File: src/rtl/imm_pkg.sv
// Shared types and constants for the immediate-generation stage.
//   imm_fmt_t  : 3-bit immediate format encoding
//   imm_meta_t : per-entry format/no-immediate payload carried through the buffer
//   OP_*       : RISC-V major opcodes used by auto-decode
//   xlen_legal : elaboration-time check on the result width
package imm_pkg;

  localparam int unsigned INSTR_W = 32;
  localparam int unsigned FMT_W   = 3;
  localparam int unsigned OP_W    = 7;

  typedef enum logic [FMT_W-1:0] {
    IMM_I    = 3'b000,
    IMM_S    = 3'b001,
    IMM_B    = 3'b010,
    IMM_J    = 3'b011,
    IMM_Z    = 3'b100,
    IMM_NONE = 3'b110,
    IMM_U    = 3'b111
  } imm_fmt_t;

  typedef struct packed {
    imm_fmt_t fmt;
    logic     no_imm;
  } imm_meta_t;

  localparam logic [OP_W-1:0] OP_LOAD   = 7'b0000011;
  localparam logic [OP_W-1:0] OP_IMM    = 7'b0010011;
  localparam logic [OP_W-1:0] OP_JALR   = 7'b1100111;
  localparam logic [OP_W-1:0] OP_IMM_32 = 7'b0011011;
  localparam logic [OP_W-1:0] OP_SYSTEM = 7'b1110011;
  localparam logic [OP_W-1:0] OP_STORE  = 7'b0100011;
  localparam logic [OP_W-1:0] OP_BRANCH = 7'b1100011;
  localparam logic [OP_W-1:0] OP_JAL    = 7'b1101111;
  localparam logic [OP_W-1:0] OP_LUI    = 7'b0110111;
  localparam logic [OP_W-1:0] OP_AUIPC  = 7'b0010111;

  // Only RV32 and RV64 result widths are supported.
  function automatic bit xlen_legal(input int unsigned xlen);
    return (xlen == 32) || (xlen == 64);
  endfunction

endpackage

File: src/rtl/imm_gen_stage_decode.sv
// Combinational immediate extractor.
//   instr  : instruction bits [31:7] (the opcode field is not needed here)
//   fmt    : format to apply
//   imm    : XLEN-wide extended immediate (0 for formats without one)
//   no_imm : the format carries no immediate
module imm_decode
  import imm_pkg::*;
#(
  parameter int unsigned XLEN = 32
) (
  input  logic [31:7]     instr,
  input  imm_fmt_t        fmt,
  output logic [XLEN-1:0] imm,
  output logic            no_imm
);

  // Signed casts sign-extend to XLEN; Z is the only zero-extended format.
  always_comb begin
    imm    = '0;
    no_imm = 1'b0;
    case (fmt)
      IMM_I: imm = XLEN'($signed(instr[31:20]));
      IMM_S: imm = XLEN'($signed({instr[31:25], instr[11:7]}));
      IMM_B: imm = XLEN'($signed({instr[31], instr[7], instr[30:25],
                                  instr[11:8], 1'b0}));
      IMM_J: imm = XLEN'($signed({instr[31], instr[19:12], instr[20],
                                  instr[30:21], 1'b0}));
      IMM_Z: imm = XLEN'(instr[19:15]);
      IMM_U: imm = XLEN'($signed({instr[31:12], 12'b0}));
      default: no_imm = 1'b1;
    endcase
  end

endmodule

File: src/rtl/imm_gen_stage.sv
// Registered immediate-generation stage with a 2-entry skid buffer.
//   clk, rst           : clock, asynchronous active-high reset
//   in_valid/in_ready  : input handshake (instr, imm_src)
//   instr              : raw 32-bit instruction
//   imm_src            : external format select, used when AUTO_DECODE = 0
//   flush              : drop all buffered entries and the current input
//   out_valid/out_ready: output handshake (imm_op, imm_fmt, no_imm)
//   imm_op             : XLEN-wide extended immediate
//   imm_fmt            : format that was applied
//   no_imm             : instruction has no immediate, imm_op = 0
module imm_gen_stage
  import imm_pkg::*;
#(
  parameter int unsigned XLEN        = 32,
  parameter bit          AUTO_DECODE = 1'b1
) (
  input  logic            clk,
  input  logic            rst,
  input  logic            in_valid,
  output logic            in_ready,
  input  logic [31:0]     instr,
  input  logic [2:0]      imm_src,
  input  logic            flush,
  output logic            out_valid,
  input  logic            out_ready,
  output logic [XLEN-1:0] imm_op,
  output logic [2:0]      imm_fmt,
  output logic            no_imm
);

  if (!xlen_legal(XLEN)) begin : g_bad_xlen
    $error("imm_gen_stage: XLEN must be 32 or 64");
  end

  imm_fmt_t        auto_fmt_c;
  imm_fmt_t        fmt_c;
  logic [XLEN-1:0] dec_imm_c;
  logic            dec_no_imm_c;
  imm_meta_t       dec_meta_c;

  logic            accept_c;
  logic            out_free_c;

  imm_meta_t       out_meta;
  logic            skid_valid;
  logic [XLEN-1:0] skid_imm;
  imm_meta_t       skid_meta;

  logic            out_valid_d;
  logic [XLEN-1:0] out_imm_d;
  imm_meta_t       out_meta_d;
  logic            skid_valid_d;
  logic [XLEN-1:0] skid_imm_d;
  imm_meta_t       skid_meta_d;

  // Opcode-driven format selection; ADDIW-class opcodes only exist on RV64.
  always_comb begin
    auto_fmt_c = IMM_NONE;
    case (instr[6:0])
      OP_LOAD, OP_IMM, OP_JALR: auto_fmt_c = IMM_I;
      OP_IMM_32:                auto_fmt_c = (XLEN == 64) ? IMM_I : IMM_NONE;
      OP_SYSTEM:                auto_fmt_c = instr[14] ? IMM_Z : IMM_I;
      OP_STORE:                 auto_fmt_c = IMM_S;
      OP_BRANCH:                auto_fmt_c = IMM_B;
      OP_JAL:                   auto_fmt_c = IMM_J;
      OP_LUI, OP_AUIPC:         auto_fmt_c = IMM_U;
      default:                  auto_fmt_c = IMM_NONE;
    endcase
  end

  assign fmt_c = AUTO_DECODE ? auto_fmt_c : imm_fmt_t'(imm_src);

  imm_decode #(
    .XLEN (XLEN)
  ) u_decode (
    .instr  (instr[31:7]),
    .fmt    (fmt_c),
    .imm    (dec_imm_c),
    .no_imm (dec_no_imm_c)
  );

  assign dec_meta_c = '{fmt: fmt_c, no_imm: dec_no_imm_c};

  // in_ready depends only on registered state, never on out_ready.
  assign in_ready   = !skid_valid;
  assign accept_c   = in_valid && !skid_valid;
  assign out_free_c = !out_valid || out_ready;

  // Buffer next-state: skid entry has priority into the output slot to keep FIFO order.
  always_comb begin
    out_valid_d  = out_valid;
    out_imm_d    = imm_op;
    out_meta_d   = out_meta;
    skid_valid_d = skid_valid;
    skid_imm_d   = skid_imm;
    skid_meta_d  = skid_meta;

    if (flush) begin
      out_valid_d  = 1'b0;
      skid_valid_d = 1'b0;
    end else if (out_free_c) begin
      if (skid_valid) begin
        out_valid_d  = 1'b1;
        out_imm_d    = skid_imm;
        out_meta_d   = skid_meta;
        skid_valid_d = 1'b0;
      end else if (accept_c) begin
        out_valid_d = 1'b1;
        out_imm_d   = dec_imm_c;
        out_meta_d  = dec_meta_c;
      end else begin
        out_valid_d = 1'b0;
      end
    end else if (accept_c) begin
      skid_valid_d = 1'b1;
      skid_imm_d   = dec_imm_c;
      skid_meta_d  = dec_meta_c;
    end
  end

  // Entry registers.
  always_ff @(posedge clk or posedge rst) begin
    if (rst) begin
      out_valid  <= 1'b0;
      imm_op     <= '0;
      out_meta   <= '{fmt: IMM_I, no_imm: 1'b0};
      skid_valid <= 1'b0;
      skid_imm   <= '0;
      skid_meta  <= '{fmt: IMM_I, no_imm: 1'b0};
    end else begin
      out_valid  <= out_valid_d;
      imm_op     <= out_imm_d;
      out_meta   <= out_meta_d;
      skid_valid <= skid_valid_d;
      skid_imm   <= skid_imm_d;
      skid_meta  <= skid_meta_d;
    end
  end

  assign imm_fmt = out_meta.fmt;
  assign no_imm  = out_meta.no_imm;

endmodule

File: config.mk
export PLATFORM = sky130hd
export DESIGN_NAME = imm_gen_stage
export DESIGN_NICKNAME = d
export VERILOG_FILES = /design/src/rtl/imm_pkg.sv /design/src/rtl/imm_gen_stage_decode.sv /design/src/rtl/imm_gen_stage.sv
export SDC_FILE = /design/constraint.sdc
export NUM_CORES = 1
export LEC_CHECK = 0
export BUFFER_PORTS_ARGS = -buffer_cell sky130_fd_sc_hd__buf_4
export CAP_MARGIN = 20
export CORE_MARGIN = 3
export CORE_UTILIZATION = 54
export DETAILED_ROUTE_END_ITERATION = 8
export GPL_TIMING_DRIVEN = 1
export PLACE_DENSITY = 0.86
export SETUP_SLACK_MARGIN = 0.4
export SLEW_MARGIN = 20
export SYNTH_ARGS = -nofsm -noshare
export SYNTH_HDL_FRONTEND = slang
export SYNTH_SLANG_ARGS = --single-unit
File: constraint.sdc
create_clock -name clk -period 2.5 [get_ports clk]
set_input_delay 0.125 -clock clk [delete_from_list [all_inputs] [get_ports clk]]
set_output_delay 0.125 -clock clk [all_outputs]
set_load 0.05 [all_outputs]
## Word level (Yosys, flattened, before mapping)

Index checks and enable logic that the tools add are counted.

| word-level totals | value |
|---|---|
| flip-flop bits (word level) | 74 |
| logic and storage cells | 52 |
| bits of input ports | 40 |
| output and inout port bits | 38 |

| cells by class | value |
|---|---|
| reduce and logical (&&, ||, !) cells | 13 |
| multiplexer cells | 15 |
| eq/ne operators | 14 |
| bitwise logic cells | 2 |

Operator list:

| kind | count |
|---|---|
| 32-bit one-hot mux with 6 select lines | 1 |
| 32-bit two-way mux | 2 |
| 7-bit == test (second input constant) | 4 |
| 3-bit one-hot mux with 6 select lines | 1 |
| 7-bit by 5-bit == test with 1-bit output (second input constant) | 2 |
| 7-bit by 6-bit == test with 1-bit output (second input constant) | 2 |
| 1-bit two-way mux | 8 |
| 4-bit two-way mux | 2 |
| 7-bit by 2-bit == test with 1-bit output (second input constant) | 1 |
| 3-bit by 2-bit == test with 1-bit output (second input constant) | 2 |
| 3-bit == test (second input constant) | 2 |
| 3-bit AND reduction | 2 |
| 6-bit OR reduction | 1 |
| 2-bit nonzero test | 2 |
| 3-bit by 1-bit == test with 1-bit output (second input constant) | 1 |
| 3-bit zero test | 1 |
| 3-bit two-way mux | 1 |
| 3-bit nonzero test | 1 |
| 3-bit OR reduction | 1 |
| 1-bit zero test | 2 |
| 1-bit NOT | 2 |
| 2-bit OR reduction | 1 |
| 1-bit logical AND | 1 |
| 1-bit logical OR | 1 |

## Logic depth before layout (Yosys ltp)

Gate-level depths: netlist of the first run.

| depth | value |
|---|---|
| depth after elaboration | 8 |
| gate-level depth with buffers | 7 |
| depth with buffers taken out | 5 |

## Cells and area by module

Synthesis of the first run repeated with hierarchy kept, for this count alone.

| unflattened totals | value |
|---|---|
| cell total of the unflattened synthesis | 328 |
| area, all modules | 3613.5 um^2 |

Modules (own cells, without submodules):

| module | area an instance (um^2) | times used | cells each |
|---|---|---|---|
| imm_gen_stage | 3216.8 | 1 | 262 |
| imm_decode | 396.6 | 1 | 66 |

## Worst setup path after synthesis of the first run

OpenSTA, ideal clock, no wires.

| timing | value |
|---|---|
| kind | reg2reg |
| start point | reg out_valid |
| end point | reg imm_op[12] |
| path slack | 0.604 ns |
| arrival | 1.772 ns |
| cell stages (with the launch flop) | 7 |
| cells stage by stage | dfrtp_1 > nor2b_1 > or3_1 > clkbuf_1 > a21oi_1 > nor2_1 > a211o_1 |

| on the way | value |
|---|---|
| longest elaborated chain between the ends | 3 |

Ends and longest elaborated chain:

| what | line | source |
|---|---|---|
| start: declaration | imm_gen_stage.sv:24 | `output logic out_valid,` |
| start signal: assignment | imm_gen_stage.sv:131 | `out_valid <= out_valid_d;` |
| 1-bit zero test | imm_gen_stage.sv:87 | `assign out_free_c = !out_valid \|\| out_ready;` |
| 1-bit logical OR | imm_gen_stage.sv:87 |  |
| 3-bit AND reduction (no line) | n/a |  |
| end signal: assignment | imm_gen_stage.sv:132 | `imm_op <= out_imm_d;` |
| end: declaration | imm_gen_stage.sv:26 | `output logic [XLEN-1:0] imm_op,` |

No other way between the ends.
A chain may end at the register's enable or synchronous reset.

## Worst setup path in the final report of the first run

| timing | value |
|---|---|
| start point | reg out_valid |
| end point | reg imm_op[19] |

Same word-level chain as after synthesis.

==> results of run 1 <==
==> cells in the mapped netlist, types with 2 or more instances <==
| cell type | instances |
|---|---|
| nand4b_1 | 2 |
| nor2_1 | 58 |
| or3_1 | 18 |
| nor3_1 | 4 |
| a21oi_1 | 31 |
| nand2_1 | 50 |
| a211o_1 | 9 |
| buf_4 | 3 |
| a21oi_2 | 10 |
| nand2b_1 | 5 |
| a31oi_4 | 2 |
| clkbuf_1 | 13 |
| buf_2 | 9 |
| o21a_1 | 2 |
| inv_1 | 3 |
| o21ai_1 | 3 |
| o211ai_1 | 3 |
| buf_6 | 4 |
| nor2b_1 | 2 |
| o21ai_0 | 29 |
| and2_1 | 7 |
| a31oi_1 | 27 |
| nand3_1 | 9 |
| a22oi_1 | 4 |
| dfrtp_1 | 74 |
| or2_1 | 2 |
==> worst max-delay path: stages (launching register included) <==
cell and delay, ns:
dfrtp_1 0.40, nor2b_1 0.16, or3_2 0.70, a21oi_1 0.24, nor2_1 0.06, a211o_1 0.27
==> per-layer routing <==
| metal | share of wire [%] | vias to the layer above | track usage (%) | wire, um |
|---|---|---|---|---|
| li1 | - | 1566 | - | - |
| met4 | 1.9 | 0 | 9.89 | 187 |
| met3 | 6.1 | 23 | 4.75 | 589 |
| met1 | 41 | 1640 | 34.8 | 3920 |
| met5 | 0 | - | 0 | 0 |
| met2 | 51 | 141 | 44.3 | 4970 |
==> repair_timing <==
item | CTS | global route
setup buffers | 0 | 0
resized for setup | 0 | 2
hold buffers | 4 | 0
endpoints found under the setup margin | 0 | 16
endpoints found under the hold margin | 37 | 0
==> stage by stage <==
stage / total power, uW / cells / setup slack (ns) / instance area (sq um) / util [%]
global route: 3680 / 556 / 0.453 / 4550 / 70.5
detailed placement: 2490 / 536 / 0.504 / 4280 / 66.3
floorplan: 2160 / 400 / 0.493 / 3660 / -
finish: 3520 / 556 / 0.542 / 4550 / 70.5
global placement: 2450 / 536 / 0.563 / 4280 / 66.3
CTS: 3530 / 556 / 0.494 / 4550 / 70.4
==> power by group through the flow <==
stage / Sequential (uW) / Combinational, uW / Clock (uW)
after floorplan: 1840 / 319 / 0
final: 1520 / 950 / 1050
after CTS: 1520 / 953 / 1060
after global routing: 1540 / 1030 / 1120
after global placement: 1530 / 919 / 0
after detailed placement: 1540 / 946 / 0
==> how the worst max path moves through the flow <==
stage	from	to	depth (start not counted)
finish	out_valid	imm_op[19]	5
global route	out_valid	imm_op[1]	5
CTS	out_valid	imm_op[20]	5
detailed placement	out_valid	imm_op[20]	5
global placement	out_valid	imm_op[19]	5
floorplan	rst	imm_fmt[0]	1
==> sequential cells by signal, indices dropped and copies added, names as in the netlist <==
name and flops:
imm_op 32, skid_imm 32, no_imm 1, out_valid 1, skid_valid 1, skid_meta 4
imm_fmt 3
==> cell type report <==
cell class | instances | area [sq um]
fillers | 492 | 1910
inverters | 3 | 15.0
well taps | 77 | 96.3
clock buffers | 10 | 138
multi-input cells | 294 | 1650
repair buffers | 92 | 713
flip-flops and latches | 74 | 1850
clock inverters | 6 | 88.8
==> cells by family (layout without fill, tap and decap cells) <==
group / count (synthesis) / count (layout) / synth area share (%)
buffers and inverters: 32 / 111 / 4.71
AOI/OAI and AO/OA: 127 / 127 / 22.8
and+or+nand+nor: 166 / 166 / 21.7
DFF: 74 / 74 / 50.5
xor gates and xnor gates: 1 / 1 / 0.239
==> out/qor.csv, run 1 <==
metric;value;unit
ff2ff_setup_slack;0.54;ns
tightest_slew;0.763;ns
yosys-top-cells-area;dfrtp_1 (51%), nor2_1 (5.9%), nand2_1 (5.1%);
holdCritStartpoint;instr[16];
synthArstFlopShare;100;%
diodes;0;
min_path_cells;2;
grt_pass1_wl;15900;um
nets;514;
synth_edf_count;0;
area_delta_synth_final;24.2;%
gp_congestion;0.849;
yosys.cell_types.count;43;
worst_setup_path_start_kind;flop;
reg2reg_depth;5;
final_common_cell;buf_4;
r2r_start;out_valid;
remaining_drc_errors;0;
final_cell_mix;buf_4 (87), dfrtp_1 (74), nor2_1 (57), nand2_1 (50), a21oi_1 (31);
grt_max_degree;49;
antenna_found_initial;0;
status;finished clean;
drv_cap;0;
drive_above_1_share;26.7;%
power_leakage;0.00203;uW
switching_power;1200;uW
track_usage;26.6;%
cp-end-kind;flop;
syn_nets;440;
start_util;56.7;%
first_global_vias;3237;
hpwlAfterDp;6640;um
fin_crit_sh;78.3;%
synth_warnings;0;
cp.required;2.73;ns
p_seq_share;43.3;%
arrival;2.19;ns
hp-class;input port to flop;
max_slew_margin;48.7;%
clk_latency;0.35;ns
clkSinkCount;74;
die-area;0.00781;sq mm
ios;78;
via_per_inst;6.06;
die_h;88.4;um
period_needed;1.96;ns
die_x;88.4;um
synth_ff_type;dfrtp_1;
numCtsBuffers;9;
synth_area_leader_cell;dfrtp_1;
clk_path_buf_depth;2;
p_int;2320;uW
ant_nets;0;
routed-via-count;3370;
fin_worst_skew;0.00801;ns
fin_setup_tns;0;ns
r2r_end;imm_op[19];
pwr-share-clk;29.8;%
hold_violations;0;
floorplan.rows;29;
avgSynthCellArea;9.16;sq um
cts_root_buffer;clkbuf_8;
synth_top_area_share;50.5;%
wl_per_cell;17.4;um
numPortBuffers;74;
grt.overflow.total;0;
wirelength;9660;um
ys_seq_area_share;50.5;%
rsz0062_at_grt;no;
ys_ff_latch;74;
drt_iter0_drc;339;
holdPathEnd;imm_op[16];
setup_violations;0;
fp.coreArea;0.00646;sq mm
power.density;774;mW/mm^2
clkTransAtPathRegs;0.08;ns
dr.pass1.iters;4;
htree_levels;3;
peakVddDrop;0.384;mV
p_sw_share;34.2;%
path_max_fanout;26;
cts_tree;yes;
syn_inst;400;
slew_viol_final;0;
fmax;0.511;GHz
combPwrFrac;27.0;%
criticalPathCategory;flop to flop;
hold_ws;0.0145;ns
synth_area;0.00366;sq mm
No activity file was read; power rests on OpenSTA's default activity.
==> run 2, diff against run 1 <==
clock period = 1.9 ns   (was 2.5 ns; I/O delays follow)
==> run 2 against run 1 <==
  * Hold slack better by 0.00067 ns
  * Cell count up 7.7%
  * Wire length is 36% higher
  * Die area did not move
  * Via count is 17% higher
  * Power rose by 40%
  * Sequential share of layout area down 6.0 points
  * Global-route usage increased by 3.6 points
  * Fmax increased by 11%
  * Sequential power up 36%
  * Worst setup slack got worse by 0.41 ns
==> out/qor.csv, run 2 (same netlist as run 1, synthesis figures left out) <==
metric;value;unit
cts_tree;yes;
hold_ws;0.0152;ns
drt_iter0_drc;444;
first_global_vias;3644;
period_needed;1.77;ns
tightest_slew;0.559;ns
start_util;56.7;%
nets;558;
clk_path_buf_depth;2;
reg2reg_depth;6;
hpwlAfterDp;6790;um
cts_root_buffer;clkbuf_8;
power.density;923;mW/mm^2
peakVddDrop;0.503;mV
fmax;0.566;GHz
diodes;0;
floorplan.rows;29;
power_leakage;0.00234;uW
die_x;88.4;um
fin_setup_tns;0;ns
min_path_cells;3;
die-area;0.00781;sq mm
largestRegisters;imm_op (32), skid_imm (32), skid_meta (4);
die_h;88.4;um
fin_ws;0.132;ns
multi_input_area;0.00193;sq mm
r2r_start;skid_valid;
ios;78;
routed-via-count;3946;
regArea;0.00185;sq mm
slew_viol_final;0;
hold_violations;0;
placed_cells;541;
clkTransAtPathRegs;0.08;ns
status;finished clean;
criticalPathCategory;flop to flop;
ant_nets;0;
final_common_cell;buf_4;
track_usage;30.1;%
fin_crit_sh;93.0;%
arrival;2.02;ns
grt.overflow.total;0;
drive_above_1_share;41.4;%
gp_congestion;0.784;
wirelength;13100;um
clkSinkCount;74;
final_cell_mix;buf_4 (100), dfrtp_1 (72), nor2_1 (49), nand2_1 (46), a31oi_1 (27);
worst_setup_path_start_kind;flop;
holdCritStartpoint;instr[30];
final_cells;599;
max_slew_margin;62.6;%
numCtsBuffers;9;
fillCellCount;340;
drv_cap;0;
setup_violations;0;
grt_pass1_wl;18100;um
grt_max_degree;32;
area_delta_synth_final;45.8;%
wl_per_cell;21.9;um
power.total;4930;uW
remaining_drc_errors;0;
r2r_end;skid_imm[17];
cp.required;2.15;ns
clk_latency;0.37;ns
rsz0062_at_grt;yes;
fin_worst_skew;0.0114;ns
numPortBuffers;74;
dr.pass1.iters;5;
hp-class;input port to flop;
ff2ff_setup_slack;0.13;ns
cp-end-kind;flop;
holdPathEnd;skid_imm[10];
path_max_fanout;8;
htree_levels;3;
fp.coreArea;0.00646;sq mm
via_per_inst;6.59;
antenna_found_initial;0;
dp_slack;0.103;ns
==> run 2: cell type report <==
class / instances / area share (%)
Multi-Input combinational cell: 297 / 36.1
Tap cell: 77 / 1.80
Clock inverter: 4 / 1.43
Inverter: 3 / 0.351
Clock buffer: 11 / 2.65
Sequential cell: 74 / 34.7
Timing Repair Buffer: 133 / 23.0
==> run 2: metrics by stage <==
step | utilization, % | instance area [sq um]
finish | 82.7 | 5340
CTS | 76.9 | 4960
global placement | 68.0 | 4390
global route | 82.7 | 5340
floorplan | - | 3780
detailed placement | 68.0 | 4390
==> run 2: how the worst max path moves through the flow <==
stage                from      endpoint  slack, ns  cells past startpoint
2_1_floorplan  skid_valid  skid_imm[12]       0.10                      7
3_3_place_gp   skid_valid    imm_op[27]       0.15                      6
5_1_grt        skid_valid  skid_imm[16]       0.09                      6
4_1_cts        skid_valid  skid_imm[16]       0.20                      6
3_5_place_dp   skid_valid    imm_op[27]       0.10                      6
6_report       skid_valid  skid_imm[17]       0.13                      6
==> run 2: power breakdown <==
group / switching [uW] / internal (uW)
registers: 211 / 1850
logic: 928 / 542
clock network: 629 / 772
==> run 2: per-layer routing <==
layer	wire length, um	global-route usage, %	vias to the layer above
met1	4720	37.1	1884
li1	-	-	1661
met3	1230	4.93	86
met4	735	16.1	0
met5	0	0	-
met2	6470	50.8	315
==> run 2: what timing repair did <==
item | CTS | global route
gates cloned | 4 | 4
endpoints found under the setup margin | 60 | 67
setup buffers | 8 | 13
hold buffers | 14 | 0
gates resized for setup | 32 | 63
hold endpoints to repair | 39 | 0
pin swaps | 8 | 4
==> run 2: critical path, cell delays in order, from the launching register on <==
cell and delay, ns:
dfrtp_2 0.43, or3b_4 0.40, or2_4 0.27, a21o_1 0.19
a31oi_4 0.17, buf_12 0.15, a21oi_2 0.06
